===== config.mk =====
export PLATFORM = sky130hd
export DESIGN_NAME = fifo_drain_arbiter
export DESIGN_NICKNAME = d
export VERILOG_FILES = /design/src/rtl/fifo_drain_arbiter_pkg.sv /design/src/rtl/fifo_drain_arbiter_rr.sv /design/src/rtl/fifo_drain_arbiter.sv
export SDC_FILE = /design/constraint.sdc
export NUM_CORES = 1
export LEC_CHECK = 0
export CAP_MARGIN = 10
export CORE_ASPECT_RATIO = 0.9
export CORE_MARGIN = 2
export CORE_UTILIZATION = 36
export CTS_BUF_LIST = sky130_fd_sc_hd__clkbuf_16
export DETAILED_ROUTE_END_ITERATION = 12
export PLACE_DENSITY = 0.81
export SYNTH_ARGS = -nofsm -noshare
export SYNTH_HDL_FRONTEND = slang
export SYNTH_SLANG_ARGS = --single-unit

===== constraint.sdc =====
create_clock -name clk -period 1.95 [get_ports clk]
set_input_delay 0.2925 -clock clk [delete_from_list [all_inputs] [get_ports clk]]
set_output_delay 0.2925 -clock clk [all_outputs]
set_load 0.01 [all_outputs]

===== src/rtl/fifo_drain_arbiter_pkg.sv =====
// Shared types and default constants for the FIFO drain arbiter and its
// round-robin selector.
package fifo_drain_arbiter_pkg;

  localparam int DefNumReq       = 32'sd4;
  localparam int DefReqBitWidth  = 32'sd2;
  localparam int DefSplitWidth   = 32'sd32;
  localparam int DefBurstLen     = 32'sd8;
  localparam int DefBurstBitWidth = 32'sd3;

  typedef enum logic [0:0] {
    IDLE  = 1'b0,
    BURST = 1'b1
  } drainState_t;

endpackage


===== src/rtl/fifo_drain_arbiter_rr.sv =====
// Combinational round-robin picker: first set request bit strictly after
// lastGrant, wrapping from NUM_REQ-1 back to 0.
module rr_priority_select
  import fifo_drain_arbiter_pkg::*;
#(
  parameter int NUM_REQ       = DefNumReq,
  parameter int REQ_BIT_WIDTH = DefReqBitWidth
) (
  input  logic [NUM_REQ-1:0]       request,
  input  logic [REQ_BIT_WIDTH-1:0] lastGrant,
  output logic                     found,
  output logic [REQ_BIT_WIDTH-1:0] index
);

  // Walk the ring starting one past the previous winner; the first hit wins.
  always_comb begin
    int cand;
    logic [REQ_BIT_WIDTH-1:0] candIdx;
    found   = 1'b0;
    index   = '0;
    cand    = 32'sd0;
    candIdx = '0;
    for (int k = 32'sd1; k <= NUM_REQ; k++) begin
      cand = int'(lastGrant) + k;
      if (cand >= NUM_REQ) begin
        cand = cand - NUM_REQ;
      end else begin
        cand = cand;
      end
      candIdx = REQ_BIT_WIDTH'(cand);
      if (!found && request[candIdx]) begin
        found = 1'b1;
        index = candIdx;
      end else begin
        found = found;
      end
    end
  end

endmodule


===== src/rtl/fifo_drain_arbiter.sv =====
// Drains fixed-length bursts from several show-ahead FIFOs into one downstream
// port, granting requesters round-robin and holding a grant for a full burst.
module fifo_drain_arbiter
  import fifo_drain_arbiter_pkg::*;
#(
  parameter int NUM_REQ         = DefNumReq,
  parameter int REQ_BIT_WIDTH   = DefReqBitWidth,
  parameter int SPLIT_WIDTH     = DefSplitWidth,
  parameter int BURST_LEN       = DefBurstLen,
  parameter int BURST_BIT_WIDTH = DefBurstBitWidth
) (
  input  logic                           clk,
  input  logic                           rstb,
  input  logic [NUM_REQ-1:0]             fifoEmpty,
  input  logic [NUM_REQ*SPLIT_WIDTH-1:0] fifoData,
  output logic [NUM_REQ-1:0]             fifoRead,
  input  logic                           downFull,
  output logic                           outValid,
  output logic [SPLIT_WIDTH-1:0]         outData,
  output logic [REQ_BIT_WIDTH-1:0]       outSource,
  output logic                           busy
);

  localparam logic [BURST_BIT_WIDTH-1:0] LastBeat       = BURST_BIT_WIDTH'(BURST_LEN - 32'sd1);
  localparam logic [REQ_BIT_WIDTH-1:0]   ResetLastGrant = REQ_BIT_WIDTH'(NUM_REQ - 32'sd1);
  localparam logic [BURST_BIT_WIDTH-1:0] CountOne       = {{(BURST_BIT_WIDTH-1){1'b0}}, 1'b1};

  drainState_t                stateR, stateNextS;
  logic [REQ_BIT_WIDTH-1:0]   grantR, grantNextS;
  logic [REQ_BIT_WIDTH-1:0]   lastGrantR, lastGrantNextS;
  logic [BURST_BIT_WIDTH-1:0] countR, countNextS;
  logic                       foundS;
  logic [REQ_BIT_WIDTH-1:0]   pickS;
  logic                       readS;
  logic [SPLIT_WIDTH-1:0]     grantDataS;

  rr_priority_select #(
    .NUM_REQ       (NUM_REQ),
    .REQ_BIT_WIDTH (REQ_BIT_WIDTH)
  ) uRrSelect (
    .request   (~fifoEmpty),
    .lastGrant (lastGrantR),
    .found     (foundS),
    .index     (pickS)
  );

  assign readS = (stateR == BURST) & ~downFull & ~fifoEmpty[grantR];
  assign busy  = (stateR == BURST);

  // Select the granted requester's word out of the flat data bus.
  always_comb begin
    grantDataS = '0;
    for (int i = 32'sd0; i < NUM_REQ; i++) begin
      if (grantR == REQ_BIT_WIDTH'(i)) begin
        grantDataS = fifoData[i*SPLIT_WIDTH +: SPLIT_WIDTH];
      end else begin
        grantDataS = grantDataS;
      end
    end
  end

  // Next-state, grant bookkeeping and the read strobe.
  always_comb begin
    stateNextS     = stateR;
    grantNextS     = grantR;
    lastGrantNextS = lastGrantR;
    countNextS     = countR;
    fifoRead       = '0;
    case (stateR)
      IDLE: begin
        if (foundS) begin
          stateNextS = BURST;
          grantNextS = pickS;
          countNextS = '0;
        end else begin
          stateNextS = IDLE;
        end
      end
      BURST: begin
        if (readS) begin
          fifoRead[grantR] = 1'b1;
          countNextS       = countR + CountOne;
          if (countR == LastBeat) begin
            stateNextS     = IDLE;
            lastGrantNextS = grantR;
          end else begin
            stateNextS = BURST;
          end
        end else begin
          stateNextS = BURST;
        end
      end
      default: begin
        stateNextS = IDLE;
      end
    endcase
  end

  // Arbitration state registers.
  always_ff @(posedge clk or negedge rstb) begin
    if (!rstb) begin
      stateR     <= IDLE;
      grantR     <= '0;
      lastGrantR <= ResetLastGrant;
      countR     <= '0;
    end else begin
      stateR     <= stateNextS;
      grantR     <= grantNextS;
      lastGrantR <= lastGrantNextS;
      countR     <= countNextS;
    end
  end

  // Output stage: one-cycle latency, data and source held between reads.
  always_ff @(posedge clk or negedge rstb) begin
    if (!rstb) begin
      outValid  <= 1'b0;
      outData   <= '0;
      outSource <= '0;
    end else if (readS) begin
      outValid  <= 1'b1;
      outData   <= grantDataS;
      outSource <= grantR;
    end else begin
      outValid  <= 1'b0;
    end
  end

endmodule


==> run metrics, run 1 <==
utilization after layout 66.5%; CORE AREA 7000 µm²; Setup-failing EPs final 0; number of global-route vias before repair 2397; Synth Register Bits 43; Yosys top cell by area dfrtp_1; DRC marker count from the first detailed-route iteration 54; Critical Path AT between 1.5 and 2 ns; Overflow after GRT 0; I/O pins 175; Static Leak 1.82 nW; metal2 WL 4050 µm; hold slack -0.00192 ns; max cap viols 0; RSZ-0062 raised after global routing no; CP max FO 4; Cell variety after synth 32; DR vias 2231; DIE HEIGHT around 84 µm; outcome finished, violations left; period utilization between 90% and 100%; critical path class in -> out; final instance area 4660 µm²; Clock Path Buffers 2; top cells by area, synth dfrtp_1, mux4_2, mux2_2; worst hold path class in -> async; sequential share of the synthesized area 41.9%; Mapped Cells 165; Final ANT Viol Nets 0; FMAX 543 MHz; htree depth 2; pin count of the biggest net entering global routing 24; fillers 512; TNS Setup 0 ns; startpoint types primary input; asr flop ratio synth 100%; failing checks negative hold slack; VDD IR-drop max 0.000729 V; Warnings, synthesis 0; CP max stage cell clkdlybuf4s50_1; num rows 29; Num CTS Buffers 5; Final Hold Fails 2; GP Congestion 0.794; nets about 490; initial antenna violation count 0; Root Driver clkbuf_16; Post-CTS Setup Bufs 0; routed wl met3 between 700 and 800 µm; worst skew pair latency 0.27 ns; DP HPWL 6190 µm; ys flop type dfrtp_1; crit-path cells clkdlybuf4s50_1, mux2i_2, o21ai_2, nor4_2, dlygate4sd1_1; total power 5.93 mW; Final Skew 0.00433 ns; final WL roughly 7500 µm; drt pass-1 iters 4; Sink Count 43; GRT Util Overall 19.3%; top-area cell type share of the netlist area 39.8%; port bufs 174; Die ar. 7850 µm²; top sig layer met4; fin. max-slew vios 0; crit path time final 1.84 ns; Clk pin slew, worst setup/hold paths 0.06 ns; max incr delay on CP roughly 0.48 ns; Avg Cell Area, Syn 15.6 µm²; via/cell ratio 5.01; DRC 0; CTS tree done; CP Capture Type output pin; Post-synth EDFFs 0; Met1 Routed Length 2660 µm; placed cell area approximately 4500 µm²; Synthesized Nets 302; first-pass GRT wire length 11800 µm; Mapped Area between 2000 and 3000 µm²; Least-Margin Pin Slew 0.544 ns; WL/cell 16.9 µm; Layout area overhead 80.7%; Pwr Density 1270 nW/µm²; PostCTS Resize Cnt 5; Antenna Cells 0; Initial Utilization 36.8%; Critical Path RT ~1.7 ns; share of layout cells above drive strength 1 29.3%; Hold Buf Count CTS 0; Slew Limit Headroom 63.7%; Die X-Extent 93.2 µm
==> critical path: cells and delay by family <==
kind	cells	cell delay [ns]
buffers and inverters	2	0.76
multiplexers	1	0.25
AND/OR/NAND/NOR	1	0.14
AO/OA/AOI/OAI	1	0.10
==> power by group <==
group | internal (mW) | switching (mW)
clock | 0.462 | 0.304
combinational | 2.23 | 1.30
sequential | 1.38 | 0.257
total | 4.07 | 1.86
==> final timing paths <==
path | start | endpoint | slack, ns | cells past startpoint
max reg2reg | grantR[1] | outData[6] | 0.17 | 6
max in group asynchronous | rstb | lastGrantR[1] | 1.36 | 2
max | fifoEmpty[0] | fifoRead[0] | 0.11 | 5
min in group clk | outData[10] | outData[10] | 0.50 | 1
min | rstb | outValid | -0.002 | 1
min reg2reg | outData[10] | outData[10] | 0.50 | 1
==> final cells by class <==
class / count / area (µm²) / area share, %
clock buffer: 5 / 125 / 2.69
clock inverter: 3 / 12.5 / 0.269
inverter: 2 / 7.51 / 0.161
multi-input combinational: 108 / 1420 / 30.4
sequential: 43 / 1080 / 23.2
tap: 93 / 116 / 2.50
timing repair buffer: 191 / 1900 / 40.7
==> layout by cell type (no fill, tap or decap), types with 2 or more instances in the layout <==
| cell | netlist | final |
|---|---|---|
| buf_12 | 0 | 3 |
| ha_1 | 2 | 2 |
| clkdlybuf4s50_1 | 0 | 169 |
| mux2_2 | 39 | 39 |
| nor2b_1 | 3 | 3 |
| nor3b_1 | 4 | 4 |
| dfstp_2 | 2 | 2 |
| a211oi_1 | 2 | 2 |
| nand2_1 | 4 | 4 |
| dlygate4sd2_1 | 0 | 3 |
| clkbuf_16 | 0 | 5 |
| dfrtp_1 | 41 | 39 |
| dfrtp_2 | 0 | 2 |
| nor2_1 | 4 | 4 |
| nor3_1 | 2 | 2 |
| mux4_2 | 32 | 32 |
| o21ai_0 | 2 | 2 |
| buf_4 | 3 | 14 |
| inv_1 | 2 | 4 |
==> routing by layer <==
layer | up-vias | track usage (%)
met3 | 4 | 6.64
met1 | 1092 | 21.6
met5 | - | 0
met4 | 0 | 3.34
li1 | 1032 | -
met2 | 103 | 35.7
==> registers in the layout, indices dropped and copies added (netlist names) <==
register    cells
countR          3
grantR          2
outValid        1
busy            1
lastGrantR      2
outSource       2
outData        32
==> cell usage after synthesis, types with 2 or more instances <==
library cell   n
nand2_1        4
ha_1           2
buf_4          3
dfrtp_1       41
buf_2          4
o21ai_0        2
nor2b_1        3
mux2_2        39
mux4_2        32
inv_1          2
dfstp_2        2
buf_6          3
nor3_1         2
a211oi_1       2
nor3b_1        4
nor2_1         4
==> kinds of logic (layout without fill, tap and decap cells) <==
family	Yosys count	after routing	share of synthesized area, %
and+or+nand+nor	24	24	5.39
buffers and inverters	14	201	3.55
DFF	43	43	41.9
adders and majority gates	2	2	0.971
muxes	72	72	45.4
xor gates and xnor gates	1	1	0.340
AOI/OAI and AO/OA	9	9	2.48
==> stage by stage <==
stage,setup slack (ns),cells
floorplan,0.343,165
global placement,-0.235,437
detailed placement,-0.235,437
CTS,0.0608,445
global route,0.0380,445
finish,0.109,445
Note: power is estimated with default switching activity, not from simulation.
==> run 2: changes to the inputs <==
GPL_ROUTABILITY_DRIVEN = 0   (was not set)
==> results of run 2 <==
No change in the layout: final DEF, timing and power equal those of run 1.
==> run 3: changes to the inputs <==
PLACE_DENSITY = not set   (was 0.81)
PLACE_DENSITY_LB_ADDON = 0.15   (was not set)
==> run 3 against run 2 <==
Via count up 1.7%. First-iteration DRC count down 15%. Power up 6.6%. Non-clock buffer count up 8. Sequential power about the same. Highest routed layer unchanged. Hold slack better by 0.40 ns. Final area up 1.8%. Final cell count up 1.8%. Register-to-register slack worse by 0.04 ns. The flow now finishes without violations. Clock skew about the same. Clock-buffer cell count unchanged. Combinational power up 3%.
==> run metrics, run 3 (synthesis results as in run 1) <==
DIE HEIGHT 84.3 µm; Initial Utilization a little under two fifths; worst hold path class in -> async; Sink Count 43; Clock Path Buffers 2; CP Capture Type flop; Register Area about 1100 µm²; htree depth 2; Crit path top cell by count buf_4; max incr delay on CP around 0.4 ns; placed cell area 4500 µm²; outcome finished clean; nets between 400 and 500; num rows 29; CORE AREA 7000 µm²; cell count after placement approximately 440; CP max stage cell dfrtp_1; via/cell ratio 5.01; Critical Path AT 1.98 ns; initial antenna violation count 0; CTS tree done; critical path class reg -> reg; WL/cell 17.6 µm; worst skew pair latency between 0.2 and 0.3 ns; utilization after layout 67.7%; Largest Register outData; number of global-route vias before repair 2527; Slew Limit Headroom 74.2%; Layout area overhead 84.0%; FMAX 551 MHz; DP HPWL 6490 µm; Least-Margin Pin Slew 0.387 ns; port bufs between 150 and 200; CP max FO 13; Overflow after GRT 0; final instance area approximately 4700 µm²; TNS Setup 0 ns; DRC 0; non-filler cells, final 453; Largest register FFs 32; Root Driver clkbuf_16; DR vias 2270; Final Skew 0.00469 ns; DRC marker count from the first detailed-route iteration 46; Antenna Cells 0; Static Leak 1.86 nW; DP Worst Slack -0.148 ns; crit-path cells buf_4, buf_6, nand3_1, o21ai_2, buf_4, nor2_4, buf_4, mux2_2; Num CTS Buffers 5; biggest registers after layout outData: 32 flops, countR: 3 flops; Die ar. between 7000 and 8000 µm²; fin. max-slew vios 0; RSZ-0062 raised after global routing no; Die X-Extent 93.2 µm; Setup-failing EPs final 0; final setup margin 0.135 ns; drt pass-1 iters 4; first-pass GRT wire length ~13000 µm; GRT Util Overall between 20% and 30%; commonest non-fill, non-tap cell in the layout clkdlybuf4s50_1; share of layout cells above drive strength 1 30.8%; final WL roughly 8000 µm; fillers 526; area occupied by multi-input gates 1410 µm²; period utilization around 93%; VDD IR-drop max 0.000630 V; pin count of the biggest net entering global routing 29; max cap viols 0; Pwr Density 1330 nW/µm²; I/O pins approximately 180; Clk pin slew, worst setup/hold paths about 0.060 ns; most frequent cells in the layout clkdlybuf4s50_1, dfrtp_1, mux2_2; Final ANT Viol Nets 0; Critical Path RT roughly 2.1 ns; Final Hold Fails 0; crit path time final roughly 1.8 ns; startpoint types flop
-- run 3: changes by cell type in the layout (fill, tap and decap cells not counted), sizes merged --
cell,before,now
buf,18,25
bufinv,0,2
inv,4,2
clkbuf,5,6
clkinv,1,0
clkinvlp,0,1
dlygate4sd1,1,0
dlygate4sd3,0,1
-- run 3: metal layers --
layer | up-vias | wire [µm] | share of wire (%) | GRT usage (%)
met2 | 98 | 4390 | 55 | 41.3
met4 | 0 | 107 | 1.3 | 6.15
met5 | - | 0 | 0 | 0
li1 | 1041 | - | - | -
met3 | 9 | 586 | 7.3 | 4.67
met1 | 1122 | 2890 | 36 | 23.0
-- run 3: critical path: cells and delay by family (launching register included) --
family                 cells  cell delay, ns
AO/OA/AOI/OAI              1            0.07
buffers and inverters      4            0.63
multiplexers               1            0.36
flip-flops                 1            0.40
AND/OR/NAND/NOR            2            0.22
-- run 3: per-stage QoR --
| step | hold slack (ns) | total power [mW] |
|---|---|---|
| finish | 0.395 | 6.32 |
| global route | 0.441 | 6.73 |
| CTS | 0.396 | 6.39 |
| detailed placement | 0.166 | 5.24 |
| global placement | 0.166 | 5.14 |
| floorplan | -0.00309 | 3.70 |
-- run 3: worst paths after layout --
kind	startpoint	endpoint	slack [ns]	depth (start not counted)
hold reg to reg	outData[24]	outData[24]	0.50	1
setup reg to reg	grantR[1]	outData[2]	0.13	8
max in group asynchronous	rstb	outData[19]	1.04	3
setup / recovery	grantR[1]	outData[2]	0.13	8
hold / removal	rstb	outData[0]	0.40	2
min in group clk	outData[24]	outData[24]	0.50	1
-- run 3: final cells by class --
type / count / area share, %
clock buffers: 5 / 2.64
multi-input cells: 108 / 29.7
flip-flops and latches: 43 / 22.8
inverters: 2 / 0.158
repair buffers: 199 / 40.8
well taps: 93 / 2.45
clock inverters: 3 / 1.43
-- run 3: where the power goes --
part / internal [mW] / leakage, nW / switching [mW]
registers: 1.37 / 0.494 / 0.254
clock network: 0.733 / 0.0900 / 0.343
logic: 2.28 / 1.28 / 1.34
total: 4.38 / 1.86 / 1.94
-- run 3: what timing repair did --
action | CTS | global route
hold buffers | 1 | 0
setup buffers | 3 | 2
cloned | 0 | 0
gates resized for setup | 6 | 3
endpoints found under the setup margin | 4 | 12
endpoints found under the hold margin | 6 | 0
